$ cat src/rtl/operand_loader_pkg.sv
// operand_loader_pkg: shared types and constants for the operand loader slice.
//   state_t       - capture FSM state encoding
//   OPERAND_WIDTH - default operand width (matches mux_2to1 data width)
package operand_loader_pkg;

  localparam int OPERAND_WIDTH = 4;

  typedef enum logic [1:0] {
    S_LOAD_D0 = 2'd0,
    S_LOAD_D1 = 2'd1,
    S_READY   = 2'd2
  } state_t;

endpackage

$ cat src/rtl/operand_loader_if.sv
// operand_loader_if: switch/button inputs and mux-facing outputs of operand_loader.
//   sw       - raw switch value (operand source)
//   btn_load - raw load button
//   btn_sel  - raw select-toggle button
//   d0, d1   - captured operands for mux_2to1
//   sel      - mux select
//   ready    - both operands valid
// master: board/stimulus side; slave: operand_loader side.
interface operand_loader_if
  import operand_loader_pkg::*;
#(
  parameter int WIDTH = OPERAND_WIDTH
);
  logic [WIDTH-1:0] sw;
  logic             btn_load;
  logic             btn_sel;
  logic [WIDTH-1:0] d0;
  logic [WIDTH-1:0] d1;
  logic             sel;
  logic             ready;

  modport master (output sw, btn_load, btn_sel, input d0, d1, sel, ready);
  modport slave  (input sw, btn_load, btn_sel, output d0, d1, sel, ready);
endinterface

$ cat src/rtl/operand_loader_debouncer.sv
// button_debouncer: synchronizes a raw bouncy button and accepts a level change
// only after DEBOUNCE_CYCLES consecutive cycles of disagreement.
//   clk, rst - clock, synchronous active-high reset
//   btn_raw  - asynchronous raw button
//   level    - debounced stable level
//   pulse    - one-cycle strobe on the stable 0->1 transition
module button_debouncer #(
  parameter int DEBOUNCE_CYCLES = 16
) (
  input  logic clk,
  input  logic rst,
  input  logic btn_raw,
  output logic level,
  output logic pulse
);
  localparam int CW = $clog2(DEBOUNCE_CYCLES + 1);
  localparam logic [CW-1:0] LAST = CW'(DEBOUNCE_CYCLES - 1);

  logic          sync1;
  logic          sync2;
  logic [CW-1:0] cnt;

  always_ff @(posedge clk) begin
    if (rst) begin
      sync1 <= 1'b0;
      sync2 <= 1'b0;
      cnt   <= '0;
      level <= 1'b0;
      pulse <= 1'b0;
    end else begin
      sync1 <= btn_raw;
      sync2 <= sync1;
      pulse <= 1'b0;
      if (sync2 == level) begin
        cnt <= '0;
      end else if (cnt == LAST) begin
        // The edge that would bring the count to DEBOUNCE_CYCLES flips the level.
        level <= sync2;
        cnt   <= '0;
        pulse <= sync2;
      end else begin
        cnt <= cnt + 1'b1;
      end
    end
  end
endmodule

$ cat src/rtl/operand_loader.sv
// operand_loader: captures two operands from switches on debounced load presses
// and drives mux_2to1 d0/d1/sel; a debounced select button toggles sel in S_READY.
//   clk, rst - clock, synchronous active-high reset
//   bus      - operand_loader_if slave (sw, btn_load, btn_sel -> d0, d1, sel, ready)
module operand_loader
  import operand_loader_pkg::*;
#(
  parameter int WIDTH           = OPERAND_WIDTH,
  parameter int DEBOUNCE_CYCLES = 16
) (
  input  logic              clk,
  input  logic              rst,
  operand_loader_if.slave   bus
);
  logic load_pulse, sel_pulse;
  logic load_level, sel_level;
  logic unused_levels;

  state_t           state, state_n;
  logic [WIDTH-1:0] d0_q, d0_n, d1_q, d1_n;
  logic             sel_q, sel_n, ready_q;

  button_debouncer #(.DEBOUNCE_CYCLES(DEBOUNCE_CYCLES)) u_load_db (
    .clk(clk), .rst(rst), .btn_raw(bus.btn_load), .level(load_level), .pulse(load_pulse)
  );

  button_debouncer #(.DEBOUNCE_CYCLES(DEBOUNCE_CYCLES)) u_sel_db (
    .clk(clk), .rst(rst), .btn_raw(bus.btn_sel), .level(sel_level), .pulse(sel_pulse)
  );

  assign unused_levels = load_level ^ sel_level;

  always_ff @(posedge clk) begin
    if (rst) begin
      state   <= S_LOAD_D0;
      d0_q    <= '0;
      d1_q    <= '0;
      sel_q   <= 1'b0;
      ready_q <= 1'b0;
    end else begin
      state   <= state_n;
      d0_q    <= d0_n;
      d1_q    <= d1_n;
      sel_q   <= sel_n;
      ready_q <= (state_n == S_READY);
    end
  end

  always_comb begin
    state_n = state;
    d0_n    = d0_q;
    d1_n    = d1_q;
    sel_n   = sel_q;
    case (state)
      S_LOAD_D0: begin
        if (load_pulse) begin
          d0_n    = bus.sw;
          state_n = S_LOAD_D1;
        end
      end
      S_LOAD_D1: begin
        if (load_pulse) begin
          d1_n    = bus.sw;
          state_n = S_READY;
        end
      end
      S_READY: begin
        // Load wins over a coincident select press.
        if (load_pulse) begin
          d0_n    = bus.sw;
          state_n = S_LOAD_D1;
        end else if (sel_pulse) begin
          sel_n = ~sel_q;
        end
      end
      default: state_n = S_LOAD_D0;
    endcase
  end

  assign bus.d0    = d0_q;
  assign bus.d1    = d1_q;
  assign bus.sel   = sel_q;
  assign bus.ready = ready_q;
endmodule

$ cat src/flat_wrapper.sv
// flat-port wrapper written by rule: the top's interface ports become plain ports
module operand_loader_flat import operand_loader_pkg::*;
#(
  parameter int WIDTH           = OPERAND_WIDTH,
  parameter int DEBOUNCE_CYCLES = 16
)
  (clk, rst, bus_sw, bus_btn_load, bus_btn_sel, bus_d0, bus_d1, bus_sel, bus_ready);
  operand_loader_if #(.WIDTH(WIDTH)) bus_i ();
  input  logic clk;
  input  logic rst;
  input wire logic [$bits(bus_i.sw)-1:0] bus_sw;
  input wire logic [$bits(bus_i.btn_load)-1:0] bus_btn_load;
  input wire logic [$bits(bus_i.btn_sel)-1:0] bus_btn_sel;
  output wire logic [$bits(bus_i.d0)-1:0] bus_d0;
  output wire logic [$bits(bus_i.d1)-1:0] bus_d1;
  output wire logic [$bits(bus_i.sel)-1:0] bus_sel;
  output wire logic [$bits(bus_i.ready)-1:0] bus_ready;
  assign bus_i.sw = bus_sw;
  assign bus_i.btn_load = bus_btn_load;
  assign bus_i.btn_sel = bus_btn_sel;
  assign bus_d0 = bus_i.d0;
  assign bus_d1 = bus_i.d1;
  assign bus_sel = bus_i.sel;
  assign bus_ready = bus_i.ready;
  operand_loader #(.WIDTH(WIDTH), .DEBOUNCE_CYCLES(DEBOUNCE_CYCLES)) u_core (.clk(clk), .rst(rst), .bus(bus_i));
endmodule
$ cat config.mk
export PLATFORM = sky130hd
export DESIGN_NAME = operand_loader_flat
export DESIGN_NICKNAME = d
export VERILOG_FILES = /design/src/rtl/operand_loader_pkg.sv /design/src/rtl/operand_loader_if.sv /design/src/rtl/operand_loader_debouncer.sv /design/src/rtl/operand_loader.sv /design/src/flat_wrapper.sv
export SDC_FILE = /design/constraint.sdc
export NUM_CORES = 1
export LEC_CHECK = 0
export BUFFER_PORTS_ARGS = -buffer_cell sky130_fd_sc_hd__buf_4
export CORE_MARGIN = 8
export CORE_UTILIZATION = 55
export CTS_BUF_LIST = sky130_fd_sc_hd__clkbuf_8
export CTS_CLUSTER_SIZE = 40
export DETAILED_ROUTE_END_ITERATION = 10
export GPL_TIMING_DRIVEN = 0
export PLACE_DENSITY = 0.78
export SLEW_MARGIN = 20
export SYNTH_ARGS = -nofsm -noshare
export SYNTH_HDL_FRONTEND = slang
export SYNTH_SLANG_ARGS = --single-unit
$ cat constraint.sdc
create_clock -name clk -period 4.2 [get_ports clk]
set_clock_uncertainty 0.05 [all_clocks]
set_input_delay 0.63 -clock clk [delete_from_list [all_inputs] [get_ports clk]]
set_output_delay 0.63 -clock clk [all_outputs]
set_load 0.02 [all_outputs]
# Word level (Yosys, flattened, before mapping)
# Cells that the tools add are included.
[word_totals]
regBits = 30
latchBits = 0
ram_bits = 0
romBits = 0
inputBits = 8
output_inout_bits = 10
word_cells = 44
mem_count = 0
[classes]
n_addsub = 2
n_mul = 0
div_mod_pow = 0
magnitude_cmp = 0
eq_ne = 7
shift = 0
muxes = 3
n_bitwise = 6
reduce_logical = 11
[ops]
columns = ["operator", "count"]
rows = [
  ["OR reduction 3 bit", 4],
  ["adder 5 x 1 -> 5 bit, second input constant", 2],
  ["equality test 5 x 4 -> 1 bit, second input constant", 2],
  ["AND reduction 2 bit", 4],
  ["inverter 1 bit", 6],
  ["equality test 2 bit, second input constant", 2],
  ["two-way mux 2 bit", 2],
  ["case mux 2 bit (2 select lines)", 1],
  ["AND reduction 3 bit", 1],
  ["equality test 1 bit", 2],
  ["equality test 2 x 1 -> 1 bit, second input constant", 1],
  ["logical NOT 2 bit", 1],
  ["OR reduction 2 bit", 1],
]

# Depth between registers and ports, before layout
[depth]
depth_word = 4
mapped_depth = 5
depth_no_buf = 5

# By module
# A second synthesis with hierarchy kept.
[hier_totals]
hier_cells = 98
area_unflattened_um2 = 1074.8
[modules_own_cells]
columns = ["module", "instances", "cells_each", "area_per_inst_um2", "seq_area_each_um2"]
rows = [
  ["button_debouncer", 2, 29, 319.1, 180.2],
  ["operand_loader", 1, 40, 436.7, 240.2],
]

# Worst setup path before layout
# Ideal clock, no wire load.
[synth_path]
path_kind = "register -> register"
start = "register u_core.u_load_db.cnt[0]"
end = "register u_core.u_load_db.cnt[2]"
setup_time_ps = 64
arrival_ps = 1400
required_time_ps = 4086
setup_slack_ps = 2686
path_stages_with_launch = 6
n_path_buf = 0
period_less_slack_ps = 1514
path_cell_list = "dfxtp_1 -> ha_1 -> and3_1 -> ha_1 -> or3_4 -> nor2_1"
[synth_via]
elab_chain_len = 2
word_cells_on_any_way = 3
classes_between = "1 x add/sub; 1 x eq/ne; 1 x reduce/logical"
[synth_lines]
columns = ["item", "line_no", "source"]
rows = [
  ["start: declaration", "operand_loader_debouncer.sv:21", "logic [CW-1:0] cnt;"],
  ["start signal: assignment", "operand_loader_debouncer.sv:42", "cnt <= cnt + 1'b1;"],
  ["branches (longest 2 deep; another with adder 5 x 1 -> 5 bit)", "-", ""],
]
# Parallel ways; which one is timed is not known.
# A chain may end at the register's enable or synchronous reset.

# Final worst setup path
[layout_path]
start = "register u_core.u_load_db.cnt[0]"
end = "register u_core.u_load_db.cnt[3]"
# The elaborated chain is that of the path after synthesis.

==> results.json <==
{
  "cts_made_buffers": 5,
  "ios": 18,
  "fill_cells": 145,
  "area_growth_pct": 25.20,
  "coreArea_um2": 1902,
  "ctsResizeCount": 0,
  "die-area_um2": 3631,
  "p_seq_share_pct": 51.3,
  "hold_viol": 0,
  "synth_seq_cells": 30,
  "synth-async-reset-ratio_pct": 0,
  "worstHoldStart": "u_core.u_sel_db.sync1$_SDFF_PP0_",
  "drt_pass1_iterations": 4,
  "syn_nets": 112,
  "ctsLongestPathBuffers": 2,
  "dp_hpwl_um": 1321,
  "synth_top_area_share_pct": 55.75,
  "h-tree-depth": 2,
  "num_vias": 731,
  "fin_tns_setup_ns": 0,
  "crit_top_cell": "ha_1",
  "swShare_pct": 18.24,
  "grt_pass1_wl_um": 3022,
  "grt_overflow_total": 0,
  "startpoint": "u_core.u_load_db.cnt[0]$_SDFF_PP0_",
  "slew_headroom_pct": 85.80,
  "root_buffer": "clkbuf_8",
  "multi_input_comb_area_um2": 446.7,
  "postSynthCellCount": 100,
  "grt_pass1_vias": 735,
  "timing.fmax_mhz": 620.5,
  "cts_tree": "built",
  "setup_viol": 0,
  "leakagePower_nw": 0.5805,
  "utilization_pct": 70.92,
  "place_area_um2": 1239,
  "postRouteAntennaNets": 0,
  "worst_setup_path_start_kind": "flip-flop",
  "final_cell_count_no_fill": 152,
  "hold_buffers": 0,
  "fp.dieH_um": 60.26,
  "final.period_utilization_pct": 38.37,
  "vias_per_cell": 4.809,
  "drt-initial-drc-count": 6,
  "slowest_delay_ns": 0.43,
  "cap_violations": 0,
  "r2r-end": "u_core.u_load_db.cnt[3]$_SDFF_PP0_",
  "totalWireLength_um": 1757,
  "yosysUniqueCellTypes": 16,
  "track_usage_pct": 11.41,
  "synth_top_area_cell": "dfxtp_1",
  "hold_depth": 1,
  "synthTopCellsByCount": "30 x dfxtp_1, 23 x nor2_1, 10 x mux2i_1",
  "worst_pin_slew_ns": 0.2118,
  "pwr-share-comb_pct": 2.4,
  "r2r_setup_slack_ns": 2.59,
  "synth_edf_count": 0,
  "final_cell_area_um2": 1349,
  "finalMaxSlewViolations": 0,
  "synth_warnings": 0,
  "synthFlopType": "dfxtp_1",
  "drive_gt1_share_pct": 27.20,
  "synth_area_leaders": "dfxtp_1 56%, mux2i_1 9.3%, nor2_1 8.0%",
  "initial_utilization_pct": 56.64,
  "path_cells": "ha_1 > and3_1 > ha_1 > or3_4 > nor2_1",
  "status": "complete, no violations",
  "crit_type": "reg2reg",
  "drc": 0,
  "rr_startpoint": "u_core.u_load_db.cnt[0]$_SDFF_PP0_",
  "seq_area_um2": 600.6,
  "dp_cells": 144,
  "ir_drop_mv": 0.3863,
  "cts_setup_buffers": 0,
  "floorplan.rows": 16,
  "rsz0062_at_grt": "false",
  "syn_avg_cell_area_um2": 10.77,
  "clkTransAtPathRegs_ns": 0.06,
  "yosysMostFrequentCell": "dfxtp_1",
  "cp-end-kind": "flip-flop",
  "die_w_um": 60.26,
  "seq_area_frac_synth_pct": 55.75,
  "min_to": "u_core.u_sel_db.sync2$_SDFF_PP0_",
  "p_sw_w": 0.0001025,
  "cpMaxStageDelayCell": "or3_4",
  "intPower_w": 0.0004597,
  "port_buffers": 17,
  "synth_area_um2": 1077,
  "grt_max_degree": 11,
  "pwr-share-clk_pct": 46.3,
  "required_ns": 4.36,
  "fin_crit_ns": 1.612,
  "worst_r2r_path_depth": 5,
  "crit_arrival_ns": 1.77,
  "wl_per_cell_um": 11.56,
  "clock_latency_ns": 0.27,
  "cp_max_fo": 5,
  "powerDensity_nw_per_um2": 416.8,
  "layout.nets": 136,
  "antenna_found_initial": 0,
  "cts_sinks": 30,
  "antenna_cells": 0,
  "hp-class": "reg2reg",
  "place_congestion": 0.6608
}
[how the worst max path moves through the flow]
| stage | depth (start not counted) | to | slack [ns] |
|---|---|---|---|
| 3_3_place_gp | 5 | u_core.u_load_db.cnt[2]$_SDFF_PP0_ | 2.63 |
| 6_report | 5 | u_core.u_load_db.cnt[3]$_SDFF_PP0_ | 2.59 |
| 2_1_floorplan | 5 | u_core.u_load_db.cnt[2]$_SDFF_PP0_ | 2.69 |
| 4_1_cts | 5 | u_core.u_load_db.cnt[3]$_SDFF_PP0_ | 2.58 |
| 5_1_grt | 5 | u_core.u_load_db.cnt[4]$_SDFF_PP0_ | 2.51 |
| 3_5_place_dp | 5 | u_core.u_load_db.cnt[3]$_SDFF_PP0_ | 2.60 |
[critical path: cells and delay by family, from the launching register on]
| family | cells | cell delay [ns] |
|---|---|---|
| adder cells (fa/ha/maj) | 2 | 0.45 |
| flip-flops | 1 | 0.32 |
| AND/OR/NAND/NOR | 3 | 0.73 |
[power by group through the flow]
stage	Clock [W]	Combinational, W	Sequential [W]
final	0.000260	0.0000135	0.000288
after global routing	0.000283	0.0000149	0.000288
after CTS	0.000270	0.0000138	0.000288
after detailed placement	0	0.0000136	0.000295
after global placement	0	0.0000130	0.000294
after floorplan	0	0.00000645	0.000294
[cells in the final DEF, fill, tap and decap left out, types with 2 or more instances in the layout]
master and instances:
mux2i_1 10, nand3_1 2, ha_1 4, and3_1 2
buf_4 17, dfxtp_1 30, and4bb_2 3, clkbuf_8 8
nor2b_1 5, xor2_1 2, or3_4 2, nor2_1 23
a21oi_1 3, xnor2_1 5, inv_1 4, buf_2 3
[state kept, by name, summed over array words and instances, names as in the netlist, 2 cells and up]
register and cells:
u_core.u_sel_db.cnt 5, u_core.bus.d0 4, u_core.u_load_db.cnt 5, u_core.state 2
u_core.bus.d1 4
[layer usage]
metal / up-vias / share of wire (%) / GRT usage, %
met5: - / 0 / 0
met4: 0 / 0.57 / 6.122
met3: 2 / 4.5 / 5.806
met2: 10 / 54 / 18.60
met1: 345 / 41 / 11.52
li1: 374 / - / -
[area by class of cell]
| class | instances | share of cell area [%] |
|---|---|---|
| plain buffers | 3 | 1.113 |
| clock buffers | 8 | 8.163 |
| inverters | 4 | 1.113 |
| multi-input cells | 63 | 33.12 |
| flip-flops and latches | 30 | 44.53 |
| well taps | 27 | 2.505 |
| repair buffers | 17 | 9.462 |
[logic make-up (layout without fill, tap and decap cells)]
group,after synthesis,after routing,synth area share (%)
mux,10,10,9.292
compound gates,3,3,1.393
simple gates,39,39,20.44
fa+ha+maj,4,4,4.646
xor+xnor,7,7,5.691
flops,30,30,55.75
buf+inv,7,32,2.787
[through the flow]
step           hold WS, ns  total power [W]  setup WS, ns
5_1_grt             0.4071        0.0005863         2.511
4_1_cts             0.3922        0.0005724         2.581
2_1_floorplan       0.3638        0.0003006         2.686
3_3_place_gp        0.3684        0.0003074         2.630
3_5_place_dp        0.3778        0.0003081         2.602
6_report            0.3914        0.0005622         2.588
No activity file was read; power rests on OpenSTA's default activity.
